`src/rtl/sv_interface_impl_vif_pkg.sv`:
```
// Shared types for the tblink target-side interface endpoint: method ids,
// endpoint lifecycle states and the registered response record.
package sv_interface_impl_vif_pkg;

   localparam int          RET_W      = 32;
   localparam logic [63:0] METHOD_INC = 64'd0;

   typedef enum logic [1:0] {
      ST_RST    = 2'd0,
      ST_DEFINE = 2'd1,
      ST_READY  = 2'd2,
      ST_FATAL  = 2'd3
   } state_e;

   typedef struct packed {
      logic             has_ret;
      logic [RET_W-1:0] ret;
      logic             err;
   } rsp_t;

endpackage

```
`src/rtl/sv_ifimpl_dispatch.sv`:
```
// Combinational method decode: turns one invocation into its response record
// and the inc trace it causes.
module sv_ifimpl_dispatch
   import sv_interface_impl_vif_pkg::*;
#(
   parameter int ID_W   = 64,
   parameter int DATA_W = 32
) (
   input  logic [ID_W-1:0]   method_id_i,
   input  logic [DATA_W-1:0] param_i,
   input  logic              blocking_i,
   output rsp_t              rsp_o,
   output logic              inc_fire_o,
   output logic [DATA_W-1:0] inc_arg_o
);

   // Method decode; blocking invokes always run inc(1) and return null.
   always_comb begin
      rsp_o      = '0;
      inc_fire_o = 1'b0;
      inc_arg_o  = '0;
      if (blocking_i) begin
         inc_fire_o = 1'b1;
         inc_arg_o  = DATA_W'(1);
      end else if (method_id_i == ID_W'(METHOD_INC)) begin
         rsp_o.has_ret = 1'b1;
         rsp_o.ret     = param_i + DATA_W'(1);
         inc_fire_o    = 1'b1;
         inc_arg_o     = param_i;
      end else begin
         rsp_o.err = 1'b1;
      end
   end

endmodule

```
`src/rtl/sv_interface_impl_vif.sv`:
```
// Target-side tblink interface endpoint: registers itself with the default
// endpoint, then serves method invocations through a single response register.
module sv_interface_impl_vif
   import sv_interface_impl_vif_pkg::*;
#(
   parameter int INST_ID = 0,
   parameter int ID_W    = 64,
   parameter int DATA_W  = 32
) (
   input  logic              clock,
   input  logic              reset,
   input  logic              ep_present,
   output logic              def_valid,
   output logic [7:0]        def_inst_id,
   input  logic              def_ack,
   output logic              fatal,
   input  logic              req_valid,
   output logic              req_ready,
   input  logic              req_blocking,
   input  logic [ID_W-1:0]   req_method_id,
   input  logic [DATA_W-1:0] req_param,
   output logic              rsp_valid,
   input  logic              rsp_ready,
   output logic              rsp_has_ret,
   output logic [DATA_W-1:0] rsp_ret,
   output logic              rsp_err,
   output logic              inc_valid,
   output logic [DATA_W-1:0] inc_arg
);

   state_e            state_q, state_d;
   rsp_t              rsp_q, rsp_d, disp_rsp;
   logic              rsp_valid_q, rsp_valid_d;
   logic              inc_valid_q, inc_valid_d;
   logic [DATA_W-1:0] inc_arg_q, inc_arg_d;
   logic              def_valid_q, def_valid_d;
   logic [7:0]        def_inst_id_q, def_inst_id_d;
   logic              fatal_q, fatal_d;
   logic              disp_fire;
   logic [DATA_W-1:0] disp_arg;
   logic              accept;

   sv_ifimpl_dispatch #(
      .ID_W   (ID_W),
      .DATA_W (DATA_W)
   ) u_dispatch (
      .method_id_i (req_method_id),
      .param_i     (req_param),
      .blocking_i  (req_blocking),
      .rsp_o       (disp_rsp),
      .inc_fire_o  (disp_fire),
      .inc_arg_o   (disp_arg)
   );

   // A new request may enter in the same cycle the held response is consumed.
   assign req_ready = (state_q == ST_READY) && (!rsp_valid_q || rsp_ready);
   assign accept    = req_valid && req_ready;

   // Lifecycle FSM next state; ep_present only matters on leaving RST.
   always_comb begin
      state_d = state_q;
      case (state_q)
         ST_RST: begin
            if (ep_present) begin
               state_d = ST_DEFINE;
            end else begin
               state_d = ST_FATAL;
            end
         end
         ST_DEFINE: begin
            if (def_ack) begin
               state_d = ST_READY;
            end else begin
               state_d = ST_DEFINE;
            end
         end
         ST_READY: state_d = ST_READY;
         ST_FATAL: state_d = ST_FATAL;
         default:  state_d = ST_RST;
      endcase
   end

   // Response register, inc trace pulse and state-decoded status outputs.
   always_comb begin
      rsp_valid_d   = rsp_valid_q;
      rsp_d         = rsp_q;
      inc_valid_d   = 1'b0;
      inc_arg_d     = '0;
      def_valid_d   = (state_d == ST_DEFINE);
      def_inst_id_d = def_valid_d ? 8'(INST_ID) : 8'd0;
      fatal_d       = (state_d == ST_FATAL);
      if (accept) begin
         rsp_valid_d = 1'b1;
         rsp_d       = disp_rsp;
         inc_valid_d = disp_fire;
         inc_arg_d   = disp_fire ? disp_arg : '0;
      end else if (rsp_valid_q && rsp_ready) begin
         rsp_valid_d = 1'b0;
         rsp_d       = '0;
      end else begin
         rsp_valid_d = rsp_valid_q;
      end
   end

   // State and output registers with synchronous reset.
   always_ff @(posedge clock) begin
      if (reset) begin
         state_q       <= ST_RST;
         rsp_q         <= '0;
         rsp_valid_q   <= 1'b0;
         inc_valid_q   <= 1'b0;
         inc_arg_q     <= '0;
         def_valid_q   <= 1'b0;
         def_inst_id_q <= 8'd0;
         fatal_q       <= 1'b0;
      end else begin
         state_q       <= state_d;
         rsp_q         <= rsp_d;
         rsp_valid_q   <= rsp_valid_d;
         inc_valid_q   <= inc_valid_d;
         inc_arg_q     <= inc_arg_d;
         def_valid_q   <= def_valid_d;
         def_inst_id_q <= def_inst_id_d;
         fatal_q       <= fatal_d;
      end
   end

   assign def_valid   = def_valid_q;
   assign def_inst_id = def_inst_id_q;
   assign fatal       = fatal_q;
   assign rsp_valid   = rsp_valid_q;
   assign rsp_has_ret = rsp_q.has_ret;
   assign rsp_ret     = rsp_q.ret;
   assign rsp_err     = rsp_q.err;
   assign inc_valid   = inc_valid_q;
   assign inc_arg     = inc_arg_q;

endmodule

```
`config.mk`:
```
export PLATFORM = sky130hd
export DESIGN_NAME = sv_interface_impl_vif
export DESIGN_NICKNAME = d
export VERILOG_FILES = /design/src/rtl/sv_interface_impl_vif_pkg.sv /design/src/rtl/sv_ifimpl_dispatch.sv /design/src/rtl/sv_interface_impl_vif.sv
export SDC_FILE = /design/constraint.sdc
export NUM_CORES = 1
export LEC_CHECK = 0
export ABC_AREA = 1
export CAP_MARGIN = 20
export CORE_MARGIN = 5
export CORE_UTILIZATION = 45
export CTS_CLUSTER_SIZE = 10
export DETAILED_ROUTE_END_ITERATION = 10
export DONT_BUFFER_PORTS = 1
export SLEW_MARGIN = 15
export SYNTH_ARGS = -nofsm -noshare
export SYNTH_HDL_FRONTEND = slang
export SYNTH_SLANG_ARGS = --single-unit
```
`constraint.sdc`:
```
create_clock -name clock -period 3.25 [get_ports clock]
set_input_delay 0.65 -clock clock [delete_from_list [all_inputs] [get_ports clock]]
set_output_delay 0.65 -clock clock [all_outputs]
set_load 0.01 [all_outputs]
```
### After elaboration in Yosys (flattened, before gate mapping)

Cells that the tools add are included.
Widths: inputs -> output; s select.

| word-level totals | value |
|---|---|
| word-level logic and storage cells | 44 |
| register bits after elaboration | 72 |
| output and inout bits | 79 |

| cells by class | value |
|---|---|
| multiplexer cells | 14 |
| equal/unequal tests | 5 |
| reduce and logical (&&, ||, !) cells | 11 |
| add/sub/neg operators | 1 |
| bitwise gates (word level) | 3 |

Operators by type and width:

| kind | count |
|---|---|
| $mux 34 | 3 |
| $logic_not 64->1 | 1 |
| $mux 33 | 1 |
| $add 32x1->32 const B | 1 |
| $pmux 2 s4 | 1 |
| $mux 1 | 7 |
| $eq 2x2->1 const B | 3 |
| $reduce_or 5->1 | 1 |
| $eq 2x1->1 const B | 2 |
| $mux 2 | 2 |
| $logic_and 1x1->1 | 3 |
| $not 1->1 | 3 |
| $reduce_or 3->1 | 1 |
| $logic_not 2->1 | 1 |
| $reduce_bool 2->1 | 1 |
| $reduce_or 2->1 | 1 |
| $logic_not 1->1 | 1 |
| $logic_or 1x1->1 | 1 |

### Depth between registers and ports, before layout

| logic depth | value |
|---|---|
| depth after elaboration | 6 |
| depth in mapped cells | 11 |
| mapped depth without buffers | 10 |

### Hierarchy

A second synthesis with hierarchy kept.

| second synthesis, totals | value |
|---|---|
| cells, all modules | 648 |
| area, all modules | 4,113.9 µm² |

Modules (own cells, without submodules):

| module | seq. area each (µm²) | area each (µm²) | times used | cells each |
|---|---|---|---|---|
| sv_interface_impl_vif | 1,441.4 | 2,416.1 | 1 | 280 |
| sv_ifimpl_dispatch | 0.0 | 1,697.9 | 1 | 368 |

### Worst setup path after synthesis

Ideal clock, no wire load.

| timing path | value |
|---|---|
| kind | input to register |
| start point | input port req_param[0] |
| end point | register rsp_q (netlist bit rsp_ret[20]) |
| cell stages on the path | 7 |
| path buffers | 0 |
| data arrival time | 1,579 ps |
| path slack | 1,553 ps |
| cell sequence | ha_1 -> nand3_1 -> nor3_4 -> nand2_2 -> nor2_1 -> xor2_1 -> o21ai_1 |

| between the ends | value |
|---|---|
| longest elaborated chain between the ends | 4 |

RTL lines:

| element | line | RTL |
|---|---|---|
| start, declared | sv_interface_impl_vif.sv:21 | `input logic [DATA_W-1:0] req_param,` |
| $add 32x1->32 | sv_ifimpl_dispatch.sv:27 | `rsp_o.ret = param_i + DATA_W'(1);` |
| $mux 33 | sv_ifimpl_dispatch.sv:25 | `end else if (method_id_i == ID_W'(METHOD_INC)) begin` |
| $mux 34 | sv_ifimpl_dispatch.sv:22 | `if (blocking_i) begin` |
| $mux 34 | sv_interface_impl_vif.sv:92 | `if (accept) begin` |
| end signal, assigned | sv_interface_impl_vif.sv:118 | `rsp_q <= rsp_d;` |
| end, declared | sv_interface_impl_vif.sv:32 | `rsp_t rsp_q, rsp_d, disp_rsp;` |

No other way between the ends.
A chain may end at the register's enable or synchronous reset.

### Final worst setup path

| timing path | value |
|---|---|
| start point | register rsp_valid_q (netlist: rsp_valid) |
| end point | register inc_arg_q[17] (netlist: inc_arg[17]) |

| between the ends | value |
|---|---|
| longest elaborated chain between the ends | 6 |

RTL lines:

| element | line | RTL |
|---|---|---|
| start, declared | sv_interface_impl_vif.sv:33 | `logic rsp_valid_q, rsp_valid_d;` |
| start signal, assigned | sv_interface_impl_vif.sv:119 | `rsp_valid_q <= rsp_valid_d;` |
| $logic_not 1->1 | sv_interface_impl_vif.sv:56 | `assign req_ready = (state_q == ST_READY) && (!rsp_valid_q \|\| rsp_ready);` |
| $logic_or 1x1->1 | sv_interface_impl_vif.sv:56 |  |
| $logic_and 1x1->1 | sv_interface_impl_vif.sv:56 |  |
| net req_ready | sv_interface_impl_vif.sv:18 | `output logic req_ready,` |
| $logic_and 1x1->1 | sv_interface_impl_vif.sv:57 | `assign accept = req_valid && req_ready;` |
| $not 1->1 (no line) | - |  |
| $reduce_or 5->1 (no line) | - |  |
| end signal, assigned | sv_interface_impl_vif.sv:121 | `inc_arg_q <= inc_arg_d;` |
| end, declared | sv_interface_impl_vif.sv:35 | `logic [DATA_W-1:0] inc_arg_q, inc_arg_d;` |

The timed path passes the listed nets, and every way through them passes these cells.

==> impl_metrics.toml <==
[route]
dr_wl_met2_microns = 4390
ant_nets = 0
drt-met1-wl_microns = 3730
wirelength_microns = 9250
drtIter0Drc = 96
vias_per_cell = 4.92
highest_layer = "met4"
firstDrtPassIters = 4
dr_wl_met3_microns = 950
wl_per_cell_microns = 16.0
dr_total_vias = 2856
drc_errors = 0

[place]
dp_hpwl_microns = 7330
place_ws_ns = 1.18
gp_congestion = 0.815
placed_cell_area_sq_mm = 0.00349
port_buffers = 0

[final_layout]
layout-drive-gt1-share_pct = 14.0
final_cell_area_sq_mm = 0.00369
num_antenna_cells = 0
nets = 577
syn_to_final_growth_pct = 6.96

[yosys]
synthArstFlopShare_pct = 0
syn_inst = 472
synth.yosys.seq_area_share_pct = 41.7
syn_area_sq_mm = 0.00345
ys_warn_count = 0
ys_top_cells_by_count = "nand2_1 (115), nor2_1 (100), dfxtp_1 (72), inv_1 (44), xor2_1 (23)"
ys_ff_latch = 72
synth-main-ff-cell = "dfxtp_1"
synth-edff-count = 0
yosys.cell_types.count = 27
yosysTopAreaCell = "dfxtp_1"
synth.most_common_cell = "nand2_1"
synth_area_leaders = "dfxtp_1 (42%), nand2_1 (13%), nor2_1 (11%), xor2_1 (5.8%), o21ai_2 (5.3%)"
syn_area_per_cell_sq_um = 7.32
synth_top_area_share_pct = 41.7

[timing]
hold_viol = 0
finalSetupTns_ns = 0
rsz0062_at_grt = "no"
slew-limit-headroom_pct = 51.2
max_slew.worst_pin.slew_ns = 0.732
final-max-slew-violation-count = 0
hold_ws_ns = 0.365
setup_viol_count_final = 0
fin_crit_ns = 1.84
clock_skew_ns = 0.0131
finalCritPeriodShare_pct = 56.5
clock.fmax_mhz = 545
setup_ws_ns = 1.41

[floorplan]
coreArea_sq_mm = 0.00761
core.rowCount = 32
die_w_microns = 97.6
ios = 182
start_util_pct = 45.4
dieArea_sq_mm = 0.00953
die_h_microns = 97.6

[setup_path]
cp_max_fo = 60
path_cells = "inv_1 -> nor2_1 -> nor3_4 -> nand3_2 -> nor2_4 -> nand2_2 -> buf_4 -> nor2_1"
r2r_slack_ns = 1.41
slowest_stage = "buf_4"
end_kind = "register"
cp.arrival_ns = 2.03
crit_required_ns = 3.44
cpPeakStageDelay_ns = 0.55
critPathLaunchType = "register"
crit_path_frequent_cell = "nor2_1"
setup.worst_path.class = "reg2reg"

[pwr]
p_seq_share_pct = 51.3
p_int_w = 0.00132
p_total_w = 0.00174
power.density_mw_per_mm2 = 472
ir_worst_vdd_mv = 0.211
p_leak_nw = 1.53
comb_power_share_pct = 6.6
switching_share_pct = 24.5
power_frac_clock_pct = 42.0
switchingPower_w = 0.000427

[flow_run]
cap_violations = 0

[grt]
grt-ovfl-total = 0
track_usage_pct = 19.0
antenna_found_initial = 0
first_global_vias = 2811
grt_pass1_wl_microns = 14500
grt_max_degree = 61

[cts]
cts_resized = 0
cts_hold_buf = 0
clkLatencyLatePin_ns = 0.35
numCtsBuffers = 9
htreeDepth = 3
cts_sinks = 72
clk_pin_slew_ns = 0.08
cts_tree = "built"
clockRootBuffer = "clkbuf_8"
cts_setup_buffers = 0
clock_path_buffers = 2

[outcome]
status = "completed"

[min_path]
hp-class = "in2reg"
## stage by stage
| step | std cells | util (%) |
|---|---|---|
| floorplan | 479 | - |
| global placement | 564 | 45.8 |
| detailed placement | 564 | 45.8 |
| CTS | 580 | 48.6 |
| global route | 580 | 48.6 |
| finish | 580 | 48.6 |
## layer usage
layer / up-vias / track usage (%)
li1: 1458 / -
met1: 1290 / 22.7
met2: 92 / 30.0
met3: 16 / 8.97
met4: 0 / 6.82
met5: - / 0
## flip-flops by register name, summed over array words and instances (netlist names)
name	cells
rsp_ret	32
rsp_valid	1
def_valid	1
fatal	1
rsp_has_ret	1
state_q	2
inc_arg	32
inc_valid	1
rsp_err	1
## power groups by stage
stage / combinational, W / clock [W] / sequential, W
4_1_cts: 0.000116 / 0.000750 / 0.000895
5_1_grt: 0.000132 / 0.000792 / 0.000896
6_report: 0.000116 / 0.000734 / 0.000895
3_5_place_dp: 0.000116 / 0 / 0.000916
3_3_place_gp: 0.000113 / 0 / 0.000916
2_1_floorplan: 0.000106 / 0 / 0.000915
## final cells by class
cell class / instances / area (sq um)
sequential: 72 / 1440
clock inverter: 5 / 55.1
inverter: 47 / 176
timing repair buffer: 1 / 7.51
multi-input combinational: 342 / 1730
fill: 814 / 3910
clock buffer: 11 / 151
tap: 102 / 128
## cell families after synthesis
kind of cell	after synthesis	share of synthesized area [%]
xor gates and xnor gates	23	5.83
buffers and inverters	65	8.80
AOI/OAI and AO/OA	35	7.35
other	1	0.109
adders and majority gates	1	0.362
and+or+nand+nor	275	35.8
DFF	72	41.7
## worst max-delay path, delay by kind of cell, from the launching register on
family,cells,cell delay (ns)
and+or+nand+nor,6,0.60
DFF,1,0.41
buffers and inverters,2,0.60
## cell usage in the layout (no fill, tap or decap), drive strengths merged
cell and n:
nand3b 1, xor2 23, nand2 123, conb 8
nor3 24, clkbuf 11, inv 47, o21ai 32
nor2 106, nand3 11, buf 1, dfxtp 72
nand4 8, clkinvlp 2, ha 1, clkinv 2
bufinv 1, a21oi 3, nor4 2
## worst paths after layout
path / start / endpoint / cells after the start
setup / recovery: rsp_valid / inc_arg[17] / 8
hold / removal: reset / rsp_valid / 1
setup reg to reg: rsp_valid / inc_arg[17] / 8
hold reg to reg: rsp_err / rsp_err / 2
No activity file was read; power rests on OpenSTA's default activity.
